[src/rtl/seq_alu.sv]
// seq_alu: handshaked sequential ALU with registered result and flags.
// Opcodes: 0 ADD, 1 SUB, 2 XOR, 3 SLT, 4 AND, 5 NAND, 6 NOR, 7 OR, 8 MUL, 9-15 reserved.
// Optional feature macro: SEQ_ALU_MUL_EN compiles in the WIDTH-cycle shift-add
// multiplier and its BUSY state. Without it opcode 8 is treated as reserved.
module seq_alu #(
  parameter int WIDTH = 32
) (
  input  logic             clk,
  input  logic             reset,
  input  logic             in_valid,
  output logic             in_ready,
  input  logic [3:0]       operation,
  input  logic [WIDTH-1:0] a,
  input  logic [WIDTH-1:0] b,
  output logic             out_valid,
  input  logic             out_ready,
  output logic [WIDTH-1:0] out,
  output logic             overflow,
  output logic             zero
);

  typedef enum logic [1:0] {
    IDLE = 2'd0,
    BUSY = 2'd1,
    DONE = 2'd2
  } state_t;

  localparam logic [3:0] OP_ADD  = 4'd0;
  localparam logic [3:0] OP_SUB  = 4'd1;
  localparam logic [3:0] OP_XOR  = 4'd2;
  localparam logic [3:0] OP_SLT  = 4'd3;
  localparam logic [3:0] OP_AND  = 4'd4;
  localparam logic [3:0] OP_NAND = 4'd5;
  localparam logic [3:0] OP_NOR  = 4'd6;
  localparam logic [3:0] OP_OR   = 4'd7;
`ifdef SEQ_ALU_MUL_EN
  localparam logic [3:0] OP_MUL  = 4'd8;
  localparam int         CW      = (WIDTH > 1) ? $clog2(WIDTH) : 1;
`endif

  state_t           r_state;
  state_t           w_state_nxt;
  logic             r_in_ready;
  logic             r_out_valid;
  logic [WIDTH-1:0] r_out;
  logic             r_overflow;
  logic             r_zero;
  logic             w_accept;
  logic             w_is_mul;
  logic             w_mul_last;
  logic [WIDTH-1:0] w_sum;
  logic [WIDTH-1:0] w_diff;
  logic             w_slt;
  logic [WIDTH-1:0] w_res;
  logic             w_ovf;

`ifdef SEQ_ALU_MUL_EN
  logic [2*WIDTH-1:0] r_mcand;
  logic [WIDTH-1:0]   r_mplier;
  logic [2*WIDTH-1:0] r_acc;
  logic [CW-1:0]      r_cnt;
  logic [2*WIDTH-1:0] w_acc_nxt;

  assign w_is_mul   = (operation == OP_MUL);
  assign w_mul_last = (r_state == BUSY) && (r_cnt == CW'(WIDTH - 1));
  assign w_acc_nxt  = r_acc + (r_mplier[0] ? r_mcand : {(2*WIDTH){1'b0}});
`else
  assign w_is_mul   = 1'b0;
  assign w_mul_last = 1'b0;
`endif

  // r_in_ready mirrors IDLE, so this is a handshake only while idle
  assign w_accept  = in_valid & r_in_ready;
  assign in_ready  = r_in_ready;
  assign out_valid = r_out_valid;
  assign out       = r_out;
  assign overflow  = r_overflow;
  assign zero      = r_zero;

  assign w_sum  = a + b;
  assign w_diff = a - b;
  // Direct signed compare stays correct when a - b overflows
  assign w_slt  = ($signed(a) < $signed(b));

  // Single-cycle ALU result and overflow from the live operands (captured at accept)
  always_comb begin
    w_res = {WIDTH{1'b0}};
    w_ovf = 1'b0;
    case (operation)
      OP_ADD: begin
        w_res = w_sum;
        w_ovf = (a[WIDTH-1] == b[WIDTH-1]) && (w_sum[WIDTH-1] != a[WIDTH-1]);
      end
      OP_SUB: begin
        w_res = w_diff;
        w_ovf = (a[WIDTH-1] != b[WIDTH-1]) && (w_diff[WIDTH-1] != a[WIDTH-1]);
      end
      OP_XOR:  w_res = a ^ b;
      OP_SLT:  w_res = {{(WIDTH-1){1'b0}}, w_slt};
      OP_AND:  w_res = a & b;
      OP_NAND: w_res = ~(a & b);
      OP_NOR:  w_res = ~(a | b);
      OP_OR:   w_res = a | b;
      default: begin
        w_res = {WIDTH{1'b0}};
        w_ovf = 1'b0;
      end
    endcase
  end

  // Next-state logic: accept in IDLE, iterate in BUSY, retire from DONE
  always_comb begin
    w_state_nxt = r_state;
    case (r_state)
      IDLE: begin
        if (in_valid) begin
          w_state_nxt = w_is_mul ? BUSY : DONE;
        end else begin
          w_state_nxt = IDLE;
        end
      end
      BUSY: begin
        if (w_mul_last) begin
          w_state_nxt = DONE;
        end else begin
          w_state_nxt = BUSY;
        end
      end
      DONE: begin
        if (out_ready) begin
          w_state_nxt = IDLE;
        end else begin
          w_state_nxt = DONE;
        end
      end
      default: w_state_nxt = IDLE;
    endcase
  end

  // State register plus registered handshake flags decoded from the next state
  always_ff @(posedge clk) begin
    if (reset) begin
      r_state     <= IDLE;
      r_in_ready  <= 1'b1;
      r_out_valid <= 1'b0;
    end else begin
      r_state     <= w_state_nxt;
      r_in_ready  <= (w_state_nxt == IDLE);
      r_out_valid <= (w_state_nxt == DONE);
    end
  end

  // Result/flag registers: load on single-cycle accept or on the last multiply step
  always_ff @(posedge clk) begin
    if (reset) begin
      r_out      <= {WIDTH{1'b0}};
      r_overflow <= 1'b0;
      r_zero     <= 1'b0;
    end else if (w_accept && !w_is_mul) begin
      r_out      <= w_res;
      r_overflow <= w_ovf;
      r_zero     <= (w_res == {WIDTH{1'b0}});
`ifdef SEQ_ALU_MUL_EN
    end else if (w_mul_last) begin
      r_out      <= w_acc_nxt[WIDTH-1:0];
      r_overflow <= |w_acc_nxt[2*WIDTH-1:WIDTH];
      r_zero     <= (w_acc_nxt[WIDTH-1:0] == {WIDTH{1'b0}});
`endif
    end else begin
      r_out      <= r_out;
      r_overflow <= r_overflow;
      r_zero     <= r_zero;
    end
  end

`ifdef SEQ_ALU_MUL_EN
  // Shift-add multiplier: one multiplier bit per BUSY cycle, WIDTH cycles total
  always_ff @(posedge clk) begin
    if (reset) begin
      r_mcand  <= {(2*WIDTH){1'b0}};
      r_mplier <= {WIDTH{1'b0}};
      r_acc    <= {(2*WIDTH){1'b0}};
      r_cnt    <= {CW{1'b0}};
    end else if (w_accept && w_is_mul) begin
      r_mcand  <= {{WIDTH{1'b0}}, a};
      r_mplier <= b;
      r_acc    <= {(2*WIDTH){1'b0}};
      r_cnt    <= {CW{1'b0}};
    end else if (r_state == BUSY) begin
      r_mcand  <= r_mcand << 1;
      r_mplier <= r_mplier >> 1;
      r_acc    <= w_acc_nxt;
      r_cnt    <= r_cnt + CW'(1);
    end else begin
      r_mcand  <= r_mcand;
      r_mplier <= r_mplier;
      r_acc    <= r_acc;
      r_cnt    <= r_cnt;
    end
  end
`endif

endmodule

[config.mk]
export PLATFORM = sky130hd
export DESIGN_NAME = seq_alu
export DESIGN_NICKNAME = d
export VERILOG_FILES = /design/src/rtl/seq_alu.sv
export SDC_FILE = /design/constraint.sdc
export NUM_CORES = 1
export LEC_CHECK = 0
export CAP_MARGIN = 0
export CORE_UTILIZATION = 55
export DETAILED_ROUTE_END_ITERATION = 6
export MAX_ROUTING_LAYER = met4
export PLACE_DENSITY_LB_ADDON = 0.3
export SKIP_LAST_GASP = 1
export SLEW_MARGIN = 20
export SYNTH_ARGS = -nofsm -noshare
export SYNTH_HDL_FRONTEND = slang
export SYNTH_SLANG_ARGS = --single-unit
[constraint.sdc]
create_clock -name clk -period 9.3 [get_ports clk]
set_input_delay 2.325 -clock clk [delete_from_list [all_inputs] [get_ports clk]]
set_output_delay 2.325 -clock clk [all_outputs]
set_load 0.01 [all_outputs]
==> impl_metrics.csv, run 1 <==
group,metric,value,unit
run_status,status,"complete, no violations",
finish,multi_input_area,6130,µm²
finish,drive_gt1_share,5.23,%
finish,final_nets,1304,
route,via_per_inst,6.64,
sta,tightest_slew,1.21,ns
synth,ys_async_sr_fraction,0,%
sta,maxSlewHeadroom,18.8,%
critical_path,critPathMaxStageDelay,0.68,ns
floorplanning,start_util,57.2,%
finish,final_cells,1305,
power,p_int,0.471,mW
critical_path,crit_required,9.50,ns
synth,synth_top_area_cell,"ha_1",
finish,antenna_cells,0,
critical_path,slowest_stage,"o41ai_1",
critical_path,end_kind,"register",
synth,synth-edff-count,0,
route,drc_errors,0,
sta,setup_tns,0,ns
power,power,0.839,mW
flow_run,maxCapViolations,0,
sta,finalHoldViolations,0,
sta,period_minus_slack,6.30,ns
sta,max_freq,0.159,GHz
min_path,hp-class,"reg2reg",
clock_tree,cts_setup_buffers,0,
clock_tree,cts_max_level,2,
power,p_sw_share,43.9,%
finish,area_delta_synth_final,14.3,%
floorplanning,io_pins,108,
synth,syn-cell-area,7670,µm²
route,drtIter0Drc,893,
synth,syn_inst,1071,
floorplanning,die_h,120,µm
floorplanning,die_w,120,µm
clock_tree,numCtsBuffers,5,
route,wirelength,26.6,mm
synth,synth_top_cell_area_share,16.6,%
power,p_seq_share,21.8,%
clock_tree,cts_num_sinks,38,
power,power.switching,0.368,mW
power,powerDensity,95.7,nW/µm²
critical_path,critPathKind,"in2reg",
global_route,grt_max_degree,51,
place,place_hpwl,20.4,mm
floorplanning,std_cell_rows,42,
clock_tree,cts_resized,0,
place,port_buffers,107,
synth,yosysUniqueCellTypes,93,
global_route,first_global_vias,8178,
power,power_leakage,3.80,nW
floorplanning,dieArea,14400,µm²
sta,fin_skew,0.00482,ns
sta,finalCritPeriodShare,67.8,%
synth,syn_area_per_cell,7.16,µm²
route,wire_per_inst,20.4,µm
clock_tree,cts_tree,"done",
sta,maxSlewViolCount,0,
synth,synth_seq_area_share,9.92,%
route,firstDrtPassIters,7,
power,combPwrFrac,57.7,%
place,gp_congestion,1.03,
sta,rsz0062_at_grt,"no",
finish,ff_latch_area,761,µm²
sta,setup_violations,0,
finish,fillers,1225,
power,clkPwrFrac,20.6,%
critical_path,cp_cell_sequence,"clkdlybuf4s50_1 > inv_1 > ha_1 > inv_1 > a21oi_1 > o31ai_1 > o31ai_1 > a211oi_2 > o41ai_1 > mux2i_1 > nor2_1 > nor3_1 > nand2_1 > o32ai_2",
route,vias,8663,
critical_path,crit_fanout,12,
critical_path,reg2reg_slack,6.27,ns
synth,synth_fp_nets,1247,
global_route,grt_usage,37.4,%
clock_tree,clock_latency,0.29,ns
critical_path,path_buf_inv,3,
clock_tree,ctsHoldBuffers,0,
global_route,antenna_found_initial,0,
synth,ys.flop_type,"dfxtp_1",
floorplanning,core_area,13400,µm²
global_route,grt_pass1_wl,41.6,mm
clock_tree,clk_path_buf_depth,2,
synth,yosys_register_bits,38,
clock_tree,root_buffer,"clkbuf_16",
power,vdd_drop_max,0.0634,mV
route,final_antenna_net_count,0,
critical_path,cp_data_arrival_time,6.50,ns
clock_tree,path_clk_slew,0.06,ns
sta,whs,0.455,ns
synth,synth_area_leaders,"ha_1 (17%), dfxtp_1 (9.9%), a21oi_1 (5.9%)",
place,place_inst,1297,
global_route,grt-ovfl-total,0,
critical_path,critPathLaunchType,"primary input",
synth,synth_common_cells,"ha_1 (102), nor2_1 (102), inv_1 (98), a21oi_1 (91), nand2_1 (77)",
synth,yosysWarnings,0,
critical_path,crit_family,"compound AO/OA/AOI/OAI gates",
==> final timing paths <==
| kind | from | end | cells after the start |
|---|---|---|---|
| hold reg to reg | out[1] | out[1] | 2 |
| setup reg to reg | in_ready | zero | 11 |
| hold / removal | out[1] | out[1] | 2 |
| setup / recovery | a[22] | zero | 14 |
==> through the flow <==
step                utilization [%]  area (µm²)  worst slack, ns
floorplan                         -        7670             4.26
global placement               64.3        8610             2.89
detailed placement             64.3        8610             2.82
CTS                            65.4        8760             3.11
global route                   65.4        8760             2.71
finish                         65.4        8760             3.00
==> worst reg2reg max path: stages, from the launching register on <==
cell and delay (ns):
dfxtp_1 0.34, and2_1 0.12, buf_4 0.42, o211ai_1 0.17
a211o_1 0.30, nor4_1 0.25, nand4_1 0.18, nor4_1 0.38
nand4_1 0.24, nor4_2 0.20, nand4_1 0.14, o32ai_2 0.21
==> power by group through the flow <==
| stage | Clock, mW | Combinational [mW] | Sequential, mW |
|---|---|---|---|
| after floorplan | 0 | 0.315 | 0.191 |
| after global placement | 0 | 0.466 | 0.186 |
| after detailed placement | 0 | 0.468 | 0.186 |
| after CTS | 0.173 | 0.470 | 0.182 |
| after global routing | 0.182 | 0.520 | 0.184 |
| final | 0.173 | 0.484 | 0.183 |
==> routing by layer <==
| metal | up-vias | GRT usage [%] | wire length, µm |
|---|---|---|---|
| met5 | - | - | 0 |
| met4 | 0 | 16.1 | 1240 |
| met3 | 111 | 5.80 | 2240 |
| met2 | 480 | 62.1 | 12500 |
| met1 | 4086 | 44.5 | 10600 |
| li1 | 3986 | - | - |
==> sequential cells by signal, summed over array words and instances, names as in the netlist <==
register / count
in_ready: 1
out: 32
out_valid: 1
overflow: 1
r_state: 2
zero: 1
==> kinds of logic after synthesis <==
| kind of cell | count (synthesis) | share of synthesized area, % |
|---|---|---|
| muxes | 46 | 6.07 |
| AOI/OAI and AO/OA | 336 | 30.3 |
| buffers and inverters | 166 | 10.2 |
| DFF | 38 | 9.92 |
| xor gates and xnor gates | 32 | 3.66 |
| adders and majority gates | 104 | 17.2 |
| and+or+nand+nor | 349 | 22.7 |
==> cells in the final DEF, fill, tap and decap left out, drive strengths merged, types with 5 or more instances in the layout <==
cell,instances
a31oi,13
a21oi,92
o21bai,7
o31ai,11
nand2b,15
and3,8
dfxtp,38
nor3,42
nor4,16
xnor2,32
a22oi,7
nand4,14
buf,10
o211a,6
nand3,26
inv,101
o21a,5
a221oi,6
nor2b,11
a211o,8
a211oi,34
mux2i,42
o221ai,10
a21o,18
clkdlybuf4s50,105
and2,7
or3,11
nand2,77
nor2,103
clkbuf,6
o211ai,27
a21boi,6
ha,102
o21ai,47
==> area by class of cell <==
cell class / count / share of cell area (%)
Clock buffer: 6 / 1.59
Clock inverter: 2 / 0.143
Inverter: 101 / 4.33
Multi-Input combinational cell: 867 / 70.0
Sequential cell: 38 / 8.68
Tap cell: 176 / 2.51
Timing Repair Buffer: 115 / 12.8
Note: power is estimated with default switching activity, not from simulation.
==> inputs of run 2 (changes only) <==
==> constraint.sdc (replaced) <==
create_clock -name clk -period 6.3 [get_ports clk]
set_input_delay 1.575 -clock clk [delete_from_list [all_inputs] [get_ports clk]]
set_output_delay 1.575 -clock clk [all_outputs]
set_load 0.01 [all_outputs]
==> run 2 against run 1 <==
Net effect:
- the flow now finishes with violations (DRC)
- count of clock-buffer cells in the layout decreased by 1
- worst hold slack improved by 0.0041 ns
- critical path type unchanged
- sequential cell count unchanged
- clock skew rose by 0.00051 ns
- non-clock buffer count is 8 higher
- global-route usage barely moved
- highest routed layer unchanged
==> impl_metrics.csv, run 2 (synthesis results as in run 1) <==
group,metric,value,unit
run_status,status,"finished, violations left",
run_status,violations,"DRC",
global_route,first_global_vias,7889,
power,vdd_drop_max,0.114,mV
global_route,grt_usage,37.4,%
finish,largest_reg_flops,32,
finish,final_cell_mix,"clkdlybuf4s50_1 (105), nor2_1 (102), ha_1 (102)",
critical_path,slowest_stage,"a31oi_1",
sta,whs,0.459,ns
clock_tree,cts_setup_buffers,0,
finish,antenna_cells,0,
finish,drive_gt1_share,5.89,%
place,place_inst,1305,
clock_tree,cts_num_sinks,38,
global_route,grt_max_degree,47,
sta,rsz0062_at_grt,"no",
critical_path,cp_cell_sequence,"clkdlybuf4s50_1 > inv_1 > ha_1 > a21oi_1 > o21ai_1 > nand3_1 > a31oi_1 > a31oi_1 > a21oi_1 > mux2_2 > o22ai_1 > a21oi_1 > nand4_1 > o32ai_2",
critical_path,crit_required,6.50,ns
floorplanning,core_area,13400,µm²
floorplanning,die_h,120,µm
place,port_buffers,107,
sta,finalCritPeriodShare,87.0,%
critical_path,critPathMaxStageDelay,0.67,ns
floorplanning,die_w,120,µm
clock_tree,ctsHoldBuffers,0,
finish,layout.cells.most_common,"clkdlybuf4s50_1",
global_route,antenna_found_initial,0,
finish,final_nets,1312,
route,wirelength,26.6,mm
critical_path,crit_family,"compound AO/OA/AOI/OAI gates",
place,place_hpwl,20.8,mm
clock_tree,clk_path_buf_depth,2,
sta,setup_violations,0,
route,via_per_inst,6.59,
floorplanning,std_cell_rows,42,
sta,finalHoldViolations,0,
route,drtIter0Drc,935,
sta,fin_skew,0.00533,ns
critical_path,critPathKind,"in2reg",
clock_tree,root_buffer,"clkbuf_16",
floorplanning,start_util,57.2,%
power,powerDensity,149,nW/µm²
floorplanning,io_pins,108,
finish,final_cells,1313,
route,final_antenna_net_count,0,
route,firstDrtPassIters,7,
clock_tree,numCtsBuffers,5,
route,vias,8648,
sta,setup_tns,0,ns
clock_tree,cts_resized,0,
route,drc_errors,5,
place,placed_cell_area,8670,µm²
floorplanning,dieArea,14400,µm²
critical_path,cp_data_arrival_time,5.68,ns
sta,max_freq,0.183,GHz
clock_tree,path_clk_slew,0.06,ns
sta,tightest_slew,1.13,ns
finish,postLayoutCellArea,8860,µm²
route,wire_per_inst,20.3,µm
critical_path,cpMostUsedCell,"a21oi_1",
critical_path,path_buf_inv,2,
clock_tree,clock_latency,0.28,ns
sta,maxSlewHeadroom,24.1,%
critical_path,end_kind,"register",
clock_tree,cts_tree,"done",
global_route,grt-ovfl-total,0,
sta,maxSlewViolCount,0,
global_route,grt_pass1_wl,41.5,mm
flow_run,maxCapViolations,0,
min_path,hp-class,"reg2reg",
sta,period_minus_slack,5.48,ns
finish,area_delta_synth_final,15.6,%
critical_path,critPathLaunchType,"primary input",
clock_tree,cts_max_level,2,
critical_path,crit_fanout,12,
power,power_leakage,3.86,nW
place,gp_congestion,1.07,
## run 2: routing by layer
layer	part of all wire [%]	wire length, µm	global-route usage, %
met1	40	10700	47.8
met2	45	12000	59.2
met3	9.9	2630	4.61
met4	4.9	1300	15.5
met5	0	0	-
## run 2: path summary, 6_finish.rpt
kind                 start      end  slack, ns  depth (start not counted)
setup / recovery      a[6]     zero       0.82                         14
hold / removal     out[28]  out[28]       0.46                          2
setup reg to reg  in_ready     zero       3.33                         11
hold reg to reg    out[28]  out[28]       0.46                          2
## run 2: stage by stage
stage / setup slack, ns / total power, mW / util [%]
finish: 0.821 / 1.32 / 66.2
global route: 0.506 / 1.38 / 66.2
CTS: 0.936 / 1.30 / 66.2
detailed placement: 0.676 / 0.968 / 64.7
global placement: 0.615 / 0.968 / 64.7
floorplan: 2.01 / 0.747 / -
## run 2: power by group
part	total, mW	leakage (nW)	internal (mW)	switching, mW
clock network	0.328	0.0940	0.227	0.100
logic	0.720	3.45	0.281	0.439
registers	0.269	0.313	0.259	0.0102
## run 2: final cells by class
class / instances / area (µm²)
Sequential cell: 38 / 761
Timing Repair Buffer: 123 / 1180
Inverter: 101 / 379
Tap cell: 176 / 220
Multi-Input combinational cell: 867 / 6130
Fill cell: 1224 / 4540
Clock buffer: 5 / 125
Clock inverter: 3 / 68.8
## run 2: worst reg2reg max path: stages (launching register included)
cell and delay (ns):
dfxtp_1 0.36, and2_1 0.13, buf_4 0.42, o211ai_1 0.21, a211o_1 0.30, nor4_1 0.23, nand4_1 0.14, nor4_1 0.34
nand4_1 0.21, nor4_2 0.17, nand4_1 0.15, o32ai_2 0.21
==> inputs of run 3 (changes only) <==
--- a/config.mk
+++ b/config.mk
@@ -6,7 +6,9 @@
 export NUM_CORES = 1
 export LEC_CHECK = 0
 export CAP_MARGIN = 0
+export CORE_MARGIN = 4
 export CORE_UTILIZATION = 55
+export CTS_BUF_LIST = sky130_fd_sc_hd__clkbuf_4 sky130_fd_sc_hd__clkbuf_8 sky130_fd_sc_hd__clkbuf_16
 export DETAILED_ROUTE_END_ITERATION = 6
 export MAX_ROUTING_LAYER = met4
 export PLACE_DENSITY_LB_ADDON = 0.3
==> run 3 against run 2 <==
Net effect:
- total power shrank 0.23%
- first-iteration DRC count grew 2.4%
- worst hold slack lost 0.0018 ns
- critical path depth is the same
- clock skew shrank 0.0030 ns
- final area is essentially flat
- register-to-register slack lost 0.13 ns
- fmax shrank 2.5%
- the flow still finishes with violations (DRC)
- largest power group unchanged
- sequential power is essentially flat
==> impl_metrics.csv, run 3 (synthesis results as in run 1) <==
group,metric,value,unit
run_status,status,"finished, violations left",
run_status,violations,"DRC",
global_route,grt-busiest-layer,"met2",
global_route,grt_max_degree,47,
critical_path,critPathLaunchType,"primary input",
route,drtIter0Drc,957,
clock_tree,clock_latency,0.28,ns
floorplanning,std_cell_rows,42,
finish,area_delta_synth_final,15.6,%
route,final_antenna_net_count,0,
sta,finalHoldViolations,0,
critical_path,path_buf_inv,3,
clock_tree,ctsHoldBuffers,0,
sta,period_minus_slack,5.62,ns
clock_tree,numCtsBuffers,5,
floorplanning,die_h,126,µm
route,drc_errors,6,
power,power_leakage,3.86,nW
clock_tree,cts_num_sinks,38,
floorplanning,die_w,126,µm
power,combPwrFrac,54.6,%
critical_path,crit_family,"compound AO/OA/AOI/OAI gates",
global_route,grt_usage,33.4,%
floorplanning,core_area,13500,µm²
power,p_int,0.768,mW
route,via_per_inst,6.50,
sta,setup_tns,0,ns
floorplanning,io_pins,108,
sta,finalCritPeriodShare,89.2,%
sta,setup_violations,0,
global_route,antenna_found_initial,0,
critical_path,slowest_stage,"o41ai_1",
global_route,gr-usage-met3,5.33,%
power,p_sw_share,41.6,%
route,vias,8541,
clock_tree,path_clk_slew,0.06,ns
sta,rsz0062_at_grt,"no",
route,wire_per_inst,20.5,µm
critical_path,crit_fanout,12,
clock_tree,cts_resized,0,
clock_tree,cts_max_level,2,
clock_tree,root_buffer,"clkbuf_16",
critical_path,critPathKind,"in2reg",
sta,maxSlewHeadroom,21.9,%
sta,max_freq,0.178,GHz
power,powerDensity,148,nW/µm²
finish,fillers,1259,
clock_tree,cts_tree,"done",
sta,maxSlewViolCount,0,
critical_path,end_kind,"register",
clock_tree,clk_path_buf_depth,2,
finish,antenna_cells,0,
critical_path,cp_cell_sequence,"clkdlybuf4s50_1 > inv_1 > ha_1 > inv_1 > a21oi_1 > o31ai_1 > o31ai_1 > a211oi_2 > o41ai_1 > mux2i_1 > nor2_1 > nor3_1 > nand2_1 > o32ai_2",
finish,layout.cells.most_common,"clkdlybuf4s50_1",
place,place_inst,1305,
power,power,1.31,mW
critical_path,crit_required,6.50,ns
global_route,use_met1,42.0,%
place,gp_congestion,1.06,
place,place_hpwl,21.0,mm
finish,drive_gt1_share,5.80,%
sta,tightest_slew,1.17,ns
clock_tree,cts_setup_buffers,0,
power,clkPwrFrac,24.9,%
place,port_buffers,107,
route,wirelength,26.9,mm
finish,final_cell_mix,"clkdlybuf4s50_1 (105), nor2_1 (102), ha_1 (102)",
global_route,grt-ovfl-total,0,
critical_path,cp_data_arrival_time,5.81,ns
finish,largest_reg_flops,32,
flow_run,maxCapViolations,0,
power,power.switching,0.546,mW
floorplanning,start_util,57.0,%
power,p_seq_share,20.5,%
route,firstDrtPassIters,7,
finish,final_util,65.9,%
global_route,first_global_vias,8158,
min_path,hp-class,"reg2reg",
global_route,use_met2,54.0,%
floorplanning,dieArea,15900,µm²
finish,final_nets,1312,
power,vdd_drop_max,0.117,mV
finish,final_cells,1313,
sta,fin_skew,0.00236,ns
global_route,grt_pass1_wl,42.7,mm
critical_path,critPathMaxStageDelay,0.73,ns
[run 3: layout make-up]
class | instances | area, µm² | area share (%)
Sequential cell | 38 | 761 | 8.59
Clock inverter | 3 | 68.8 | 0.777
Tap cell | 176 | 220 | 2.49
Clock buffer | 5 | 125 | 1.41
Timing Repair Buffer | 123 | 1180 | 13.3
Multi-Input combinational cell | 867 | 6120 | 69.1
Inverter | 101 | 379 | 4.28
[run 3: through the flow]
stage                     hold slack, ns  area, µm²  worst slack (ns)
after floorplan                    0.418       7670              2.01
after global placement             0.438       8670             0.604
after detailed placement           0.448       8670             0.593
after CTS                          0.456       8860             0.859
after global routing               0.486       8860             0.557
final                              0.457       8860             0.682
[run 3: worst paths after layout]
check | start | to | slack (ns) | cells past startpoint
hold reg to reg | out[17] | out[17] | 0.46 | 2
setup / recovery | a[22] | zero | 0.68 | 14
hold / removal | out[17] | out[17] | 0.46 | 2
setup reg to reg | in_ready | zero | 3.20 | 11
[run 3: worst min-delay path, stage by stage (launching register included)]
cell     delay (ns)
dfxtp_1        0.31
nand2_1        0.05
a21oi_1        0.05
[run 3: metal layers]
metal / wire length (µm) / part of all wire [%] / up-vias
li1: - / - / 4023
met4: 1260 / 4.7 / 0
met2: 12300 / 46 / 453
met5: 0 / 0 / -
met1: 11000 / 41 / 3953
met3: 2240 / 8.4 / 112
[run 3: power by group through the flow]
stage	combinational, mW	sequential (mW)	clock (mW)
after floorplan	0.466	0.281	0
after global placement	0.693	0.274	0
after detailed placement	0.694	0.274	0
after CTS	0.699	0.269	0.331
after global routing	0.776	0.272	0.343
final	0.718	0.269	0.327
